## config.mk

```make
export PLATFORM = sky130hd
export DESIGN_NAME = btn_debounce_if
export DESIGN_NICKNAME = d
export VERILOG_FILES = /design/src/rtl/btn_debounce_if.sv
export SDC_FILE = /design/constraint.sdc
export NUM_CORES = 1
export LEC_CHECK = 0
export ABC_AREA = 1
export CAP_MARGIN = 20
export CORE_MARGIN = 5
export CORE_UTILIZATION = 40
export DETAILED_ROUTE_END_ITERATION = 16
export SYNTH_ARGS = -nofsm -noshare
export SYNTH_HDL_FRONTEND = slang
export SYNTH_SLANG_ARGS = --single-unit
```

## constraint.sdc

```tcl
create_clock -name clk -period 1.58 [get_ports clk]
set_clock_uncertainty 0.05 [all_clocks]
set_input_delay 0.316 -clock clk [delete_from_list [all_inputs] [get_ports clk]]
set_output_delay 0.316 -clock clk [all_outputs]
set_load 0.02 [all_outputs]
```

## src/rtl/btn_debounce_if.sv

```systemverilog
// Debounced push-button block with a bus-readable LEVEL register (debounced state)
// and a write-1-to-clear EVENT register latching rising edges; irq flags pending events.
module btn_debounce_if #(
    parameter int unsigned DB_CYCLES = 50000,
    parameter int unsigned NBTN      = 5
) (
    input  logic            clk,
    input  logic            rst,
    input  logic [NBTN-1:0] btn,
    input  logic            sel,
    input  logic            we,
    input  logic [31:0]     wdata,
    output logic [31:0]     data,
    output logic            irq
);

    localparam int unsigned     CW     = $clog2(DB_CYCLES);
    localparam logic [CW-1:0]   CntMax = CW'(DB_CYCLES - 1);

    logic [NBTN-1:0] sync1_q, sync2_q;
    logic [NBTN-1:0] stable_q, stable_d;
    logic [NBTN-1:0] event_q, event_d;
    logic [NBTN-1:0] rise, clr;
    logic [CW-1:0]   cnt_q [NBTN];
    logic [CW-1:0]   cnt_d [NBTN];

    // Upper write-data bits carry no register state.
    logic [31:0] unused_wdata;
    assign unused_wdata = wdata;

    // The counter only runs while the synchronized input disagrees with the debounced
    // state; reaching CntMax commits the new level and restarts from zero.
    always_comb begin
        stable_d = stable_q;
        for (int i = 0; i < int'(NBTN); i++) begin
            cnt_d[i] = '0;
            if (sync2_q[i] != stable_q[i]) begin
                if (cnt_q[i] == CntMax) begin
                    stable_d[i] = sync2_q[i];
                end else begin
                    cnt_d[i] = cnt_q[i] + CW'(1);
                end
            end
        end
    end

    // A new rising edge wins over a simultaneous write-1-to-clear.
    always_comb begin
        rise    = stable_d & ~stable_q;
        clr     = (we && sel) ? wdata[NBTN-1:0] : '0;
        event_d = (event_q & ~clr) | rise;
    end

    always_ff @(posedge clk) begin
        if (rst) begin
            sync1_q  <= '0;
            sync2_q  <= '0;
            stable_q <= '0;
            event_q  <= '0;
            for (int i = 0; i < int'(NBTN); i++) begin
                cnt_q[i] <= '0;
            end
        end else begin
            sync1_q  <= btn;
            sync2_q  <= sync1_q;
            stable_q <= stable_d;
            event_q  <= event_d;
            for (int i = 0; i < int'(NBTN); i++) begin
                cnt_q[i] <= cnt_d[i];
            end
        end
    end

    always_comb begin
        data = sel ? 32'(event_q) : 32'(stable_q);
        irq  = |event_q;
    end

endmodule

```

== Word-level counts from Yosys, hierarchy flattened ==
Memories as Yosys holds them, arrays and structs flattened.
Cells that the tools add are included.
Storage, ports and cells
  register bits: 20
  bits in writable memories: 80
  input port bits: 41
  memories kept: 1
Operators by class
  $add $sub $neg: 5
  equal/unequal tests: 10
  muxes and demuxes: 30
  bitwise operators: 10
  reduce and logical (&&, ||, !) cells: 2
Memory list
  cnt_q: depth 5, width 16, rd ports 5, clocked after memory_dff 0, wr ports 5, RTL line 24  | logic [CW-1:0] cnt_q [NBTN];
Operator list (count)
  $mux 16: 15
  $add 16x1->16 const B: 5
  $eq 16x16->1 const B: 5
  $mux 1: 13
  $and 5x5->5: 2
  $mux 5: 2
  $not 5->5: 2
  $ne 1x1->1: 5
  $or 1x1->1: 5
  $or 5x5->5: 1
  $reduce_or 5->1: 1
  $logic_and 1x1->1: 1

== Longest topological paths before layout ==
An unclocked memory read counts as a cell.
  depth after elaboration: 6
  gate-level depth with buffers: 9
  mapped depth without buffers: 9

== Worst setup path before layout ==
OpenSTA, ideal clock, no wires.
  path kind: flip-flop to flip-flop
  start point: mem cnt_q[0][48] (netlist name)
  end point: mem cnt_q[0][58] (netlist name)
  arrival time: 1217 ps
  required time: 1416 ps
  path slack: 198 ps
  stages on the path, launching flop included: 8
  buffers on the path: 1
  cell sequence: dfxtp_1 > ha_1 > nand3_1 > nor3_2 > nand2_1 > nand2_2 > buf_4 > nor2_1
RTL lines (RTL line)
  start, declared: 24

== Worst setup path after layout ==
  start point: reg event_q[4]
  end point: out irq
On the way
  cells in the longest elaborated chain, start to end: 1
RTL lines
  start, declared: RTL line 22  | logic [NBTN-1:0] event_q, event_d;
  start signal, assigned: RTL line 67  | event_q <= event_d;
  $reduce_or 5->1: RTL line 76  | irq = |event_q;
  end, declared: RTL line 14  | output logic irq
Every way passes these cells.

==> results.json <==
{
  "cts_sinks": 100,
  "grt_start_max_net_pins": 17,
  "dr.pass1.iters": 5,
  "fin_crit_ns": 1.52,
  "drv_cap": 0,
  "synthCells": 752,
  "startpoint_type": "flop",
  "antenna_found_initial": 0,
  "gr-total-overflow": 0,
  "dp.cells": 956,
  "cts_root_buf": "clkbuf_16",
  "post_drt_wl_per_cell_um": 10.9,
  "power_frac_seq_pct": 51.7,
  "timing.hold.ws_ns": 0.346,
  "io_buffers": 19,
  "yosysTopAreaCellShare_pct": 39.8,
  "io-pin-count": 74,
  "syn2layout_area_growth_pct": 15.3,
  "yosysMostFrequentCell": "nand2_1",
  "intPower_uw": 3860,
  "syn_area_um2": 5020,
  "grt_pass1_wl_mm": 18.5,
  "synth_ff_type": "dfxtp_1",
  "die-area_um2": 14900,
  "finalMaxSlewViolations": 0,
  "critical_path_arrival_ns": 1.15,
  "grt.met1_usage_pct": 18.3,
  "p_leak_uw": 0.00201,
  "cts_max_level": 3,
  "globalRouteMet2Util_pct": 25.1,
  "path_cells": "buf_4 > nor3_1 > nand2_1 > buf_2",
  "synth-async-reset-ratio_pct": 0,
  "cts_made_buffers": 9,
  "vias": 4598,
  "nets": 843,
  "p_sw_share_pct": 21.6,
  "core-area_um2": 12500,
  "status": "finished, final reports clean",
  "grtUsageMet3_pct": 4.09,
  "drc": 0,
  "pwr_density_cell_nw_per_um2": 850,
  "grt_pass1_vias": 4290,
  "holdBufCountCts": 0,
  "synth_edf_count": 0,
  "chipWidth_um": 122,
  "stdcell_count": 974,
  "timing.final.crit_share_pct": 96.1,
  "top_usage_layer": "met2",
  "syn-mean-instance-area_um2": 6.68,
  "clkPwrFrac_pct": 45.0,
  "finalSetupViolations": 0,
  "wl_mm": 10.6,
  "cts_buffer_depth": 2,
  "crit_required_ns": 1.21,
  "cts_tree": "done",
  "die-height_um": 122,
  "total_power_uw": 4920,
  "ys.warnings.count": 0,
  "drt-initial-drc-count": 298,
  "dp_slack_ns": -0.666,
  "end_kind": "primary output",
  "cp_slowest_cell": "dfxtp_1",
  "fin_tns_setup_ns": 0,
  "drive_gt1_share_pct": 10.1,
  "pwr-share-comb_pct": 3.4,
  "ys_seq_area_share_pct": 39.8,
  "hold_path.class": "flop to flop",
  "antenna_left": 0,
  "ys_ff_latch": 100,
  "synth_top_area_cell": "dfxtp_1",
  "ys_types": 29,
  "max_stage_delay_ns": 0.32,
  "fmaxAchievable_mhz": 659,
  "ir_drop_mv": 0.576,
  "rows": 41,
  "synth.area.top_cells": "dfxtp_1, nand2_1, nor2_1",
  "finalHoldViolCount": 0,
  "track_usage_pct": 15.0,
  "p_sw_uw": 1060,
  "gp_congestion": 0.941,
  "avgViaCountPerCell": 4.72,
  "dp_hpwl_mm": 7.85,
  "path_class": "flop to primary output",
  "synth_common_cells": "nand2_1, nor2_1, dfxtp_1",
  "start_util_pct": 40.3,
  "insertion_delay_ns": 0.35,
  "cp_max_fo": 2,
  "clkTransAtPathRegs_ns": 0.07,
  "antennaDiodeCount": 0,
  "setup_slack_ns": 0.0619
}
power groups by stage:
stage	clock network, uW	registers (uW)	logic, uW
floorplan	0	2600	157
global placement	0	2600	158
detailed placement	0	2600	160
CTS	2280	2540	160
global route	2380	2550	181
finish	2210	2550	166
area by class of cell:
| class | count | area, um2 |
|---|---|---|
| repair buffers | 41 | 332 |
| inverters | 89 | 334 |
| multi-input cells | 556 | 2610 |
| flip-flops and latches | 100 | 2000 |
| well taps | 172 | 215 |
| clock inverters | 3 | 46.3 |
| fillers | 1281 | 6670 |
| clock buffers | 13 | 250 |
per-layer routing:
| metal | part of all wire (%) | wire length (um) |
|---|---|---|
| met3 | 5.2 | 555 |
| met1 | 46 | 4920 |
| met2 | 46 | 4930 |
| met4 | 2.0 | 210 |
| met5 | 0 | 0 |
critical path, delay by kind of cell (launching register included):
| kind | cells | cell delay (ns) |
|---|---|---|
| buffers and inverters | 2 | 0.29 |
| AND/OR/NAND/NOR | 2 | 0.19 |
| flip-flops | 1 | 0.32 |
flip-flops by register name, summed over array words and instances (netlist names):
signal    flops
cnt_q        80
event_q       5
stable_q      5
sync1_q       5
sync2_q       5
timing repair:
item,4_1_cts,5_1_grt
hold endpoints to repair,0,0
buffers inserted,0,0
gates cloned,0,2
gates resized for setup,29,23
setup endpoints to repair,6,70
pin swaps,0,2
metrics by stage:
stage	cell area, um2	utilization [%]
4_1_cts	5710	45.8
5_1_grt	5790	46.5
6_report	5790	46.5
3_3_place_gp	5430	43.6
2_1_floorplan	5120	-
3_5_place_dp	5430	43.6
final timing paths:
path / slack (ns) / end / startpoint / depth (start not counted)
hold / removal: 0.35 / sync2_q[1]$_SDFF_PP0_ / sync1_q[1]$_SDFF_PP0_ / 2
setup / recovery: 0.06 / irq / event_q[4]$_SDFF_PP0_ / 4
hold reg to reg: 0.35 / sync2_q[1]$_SDFF_PP0_ / sync1_q[1]$_SDFF_PP0_ / 2
setup reg to reg: 0.13 / cnt_q[0][18]$_SDFF_PP0_ / cnt_q[0][16]$_SDFF_PP0_ / 7
placed cells by master (no fill, tap or decap), types with 14 or more instances in the layout:
cell type and n:
dfxtp_1 100, buf_4 24, nand4_1 24, xor2_1 14, nand2_1 167, nand3_1 50, inv_1 76, o21ai_0 17
conb_1 27, a21oi_1 49, nor2_1 143
kinds of logic (layout without fill, tap and decap cells):
kind of cell             Yosys count  in the layout  synth area share, %
AND/OR/NAND/NOR                  428            430                 36.3
buffers and inverters            124            146                 11.9
flip-flops                       100            100                 39.8
AO/OA/AOI/OAI                     77             77                 7.67
XOR/XNOR                          17             17                 2.96
adder cells (fa/ha/maj)            5              5                 1.25
other                              1             27               0.0746
No activity file was read; power rests on OpenSTA's default activity.
==> edit (config.mk and constraints unchanged) <==
Put a register stage on the output `data`, with the module's reset. The value now appears one clock later. The other outputs are not delayed to match.
--- a/src/rtl/btn_debounce_if.sv
+++ b/src/rtl/btn_debounce_if.sv
@@ -18,2 +18,4 @@
     localparam logic [CW-1:0]   CntMax = CW'(DB_CYCLES - 1);
+
+    logic [31:0] data_d;
 
@@ -74,4 +76,12 @@
     always_comb begin
-        data = sel ? 32'(event_q) : 32'(stable_q);
+        data_d = sel ? 32'(event_q) : 32'(stable_q);
         irq  = |event_q;
+    end
+
+    always_ff @(posedge clk) begin
+        if (rst) begin
+            data <= '0;
+        end else begin
+            data <= data_d;
+        end
     end
Formal check against the unedited RTL: same outputs for any inputs over 10 cycles, from zero or initial values and one cycle with rst high; that may be too few to reach the edited logic, so the function may still have changed.
==> edit against the original RTL <==
- highest routed layer unchanged
- power is 0.94% lower
- worst setup slack gained 0.032 ns
- sequential share of layout area up 2.2 points
- global-route usage decreased by 0.79 points
- sequential cell count up 5
- critical path type unchanged
- largest power group unchanged
- non-clock buffer count decreased by 9
- wire length is 4.7% lower
- synthesized area up 0.77%
- final area decreased by 1.3%
==> edit: results (changes against the original RTL) <==
INFO  metric outcome = finished, final reports clean
INFO  metric ir_worst_vdd = 626.9 uV (+8.8%)
INFO  metric layout.buffer.nonclock.area_share = 4.838% (-0.89 points)
INFO  metric grt_first_pass_wirelength = 17,400 um (-5.7%)
INFO  metric power_attributed_to_combinational_cells = 182 uW (+9.6%)
INFO  metric detail_route.iter0.violations = 187 (-37%)
INFO  metric detail_route.wl_per_cell = 10.75 um (-1.4%)
INFO  metric leakage = 1.992 nW (-0.99%)
INFO  metric met3RoutedLength = 437 um (-21%)
INFO  metric detailedRoute.firstPassIterationCount = 4 (-1)
INFO  metric gpl.final_weighted_congestion = 0.8849 (-6.0%)
INFO  metric critical_path.reg2reg.endpoint = cnt_q[0][74]$_SDFF_PP0_
INFO  metric post_synth_xor_xnor_area = 3.978% (+1.0 points)
INFO  metric p_switching = 1.096 mW (+3.1%)
INFO  metric synth_compound_gate_area_share = 7.215% (-0.45 points)
INFO  metric netlist-cell-type-count = 30 (+3.4%)
INFO  metric hold_ws = 0.3543 ns (+0.008820 ns)
INFO  metric grt.met3_usage = 4.332% (+0.25 points)
INFO  metric first_global_vias = 4,058 (-5.4%)
INFO  metric n_all_buffers = 32 (-22%)
INFO  metric final.fill_count = 1,302 (+1.6%)
INFO  metric critical_path_start = event_q[1]$_SDFF_PP0_
INFO  metric grtUsageMet2 = 23.39% (-1.7 points)
INFO  metric arrival = 1.12 ns (-0.03 ns)
INFO  metric post_dp_cell_area = 5385 um2 (-0.83%)
INFO  metric post_synth_adder_cell_area = 1.235% (-0.0095 points)
INFO  metric synth_area_leaders = dfxtp_1, nand2_1, nor2_1, inv_1, a21oi_1
INFO  metric seq_pwr_share = 54.9% (+3.2 points)
INFO  metric num-nonclk-inverters = 83 (-6.7%)
INFO  metric synth_seq_area_share = 41.51% (+1.7 points)
INFO  metric syn_avg_cell_area = 6.917 um2 (+3.5%)
INFO  metric post-place-ws = -0.2808 ns (+0.3849 ns)
INFO  metric netlist_top_cells_count = nand2_1, nor2_1, dfxtp_1
INFO  metric global_route.usage.met1 = 17.79% (-0.55 points)
INFO  metric met2WireLength = 4657 um (-5.6%)
INFO  metric hpwlAfterDp = 7526 um (-4.1%)
INFO  metric register_area = 2102 um2 (+5.0%)
==> edit: what timing repair did <==
| item | CTS | global route |
|---|---|---|
| gates cloned | 0 | 1 |
| resized for setup | 10 | 18 |
| hold buffers | 0 | 0 |
| setup endpoints to repair | 6 | 82 |
| pin swaps | 0 | 1 |
==> edit: critical path: stages (launching register included) <==
cell and delay, ns:
dfxtp_1 0.33, nor3_2 0.19, nand2_1 0.10, buf_2 0.17
==> edit: worst max path at each step <==
stage               slack (ns)  cells past startpoint                 endpoint
detailed placement       -0.28                      6  cnt_q[0][39]$_SDFF_PP0_
CTS                       0.02                      6  cnt_q[0][11]$_SDFF_PP0_
global placement         -0.22                      6   cnt_q[0][9]$_SDFF_PP0_
finish                    0.09                      3                      irq
floorplan                 0.19                      7  cnt_q[0][43]$_SDFF_PP0_
global route            -0.008                      8   stable_q[4]$_SDFF_PP0_
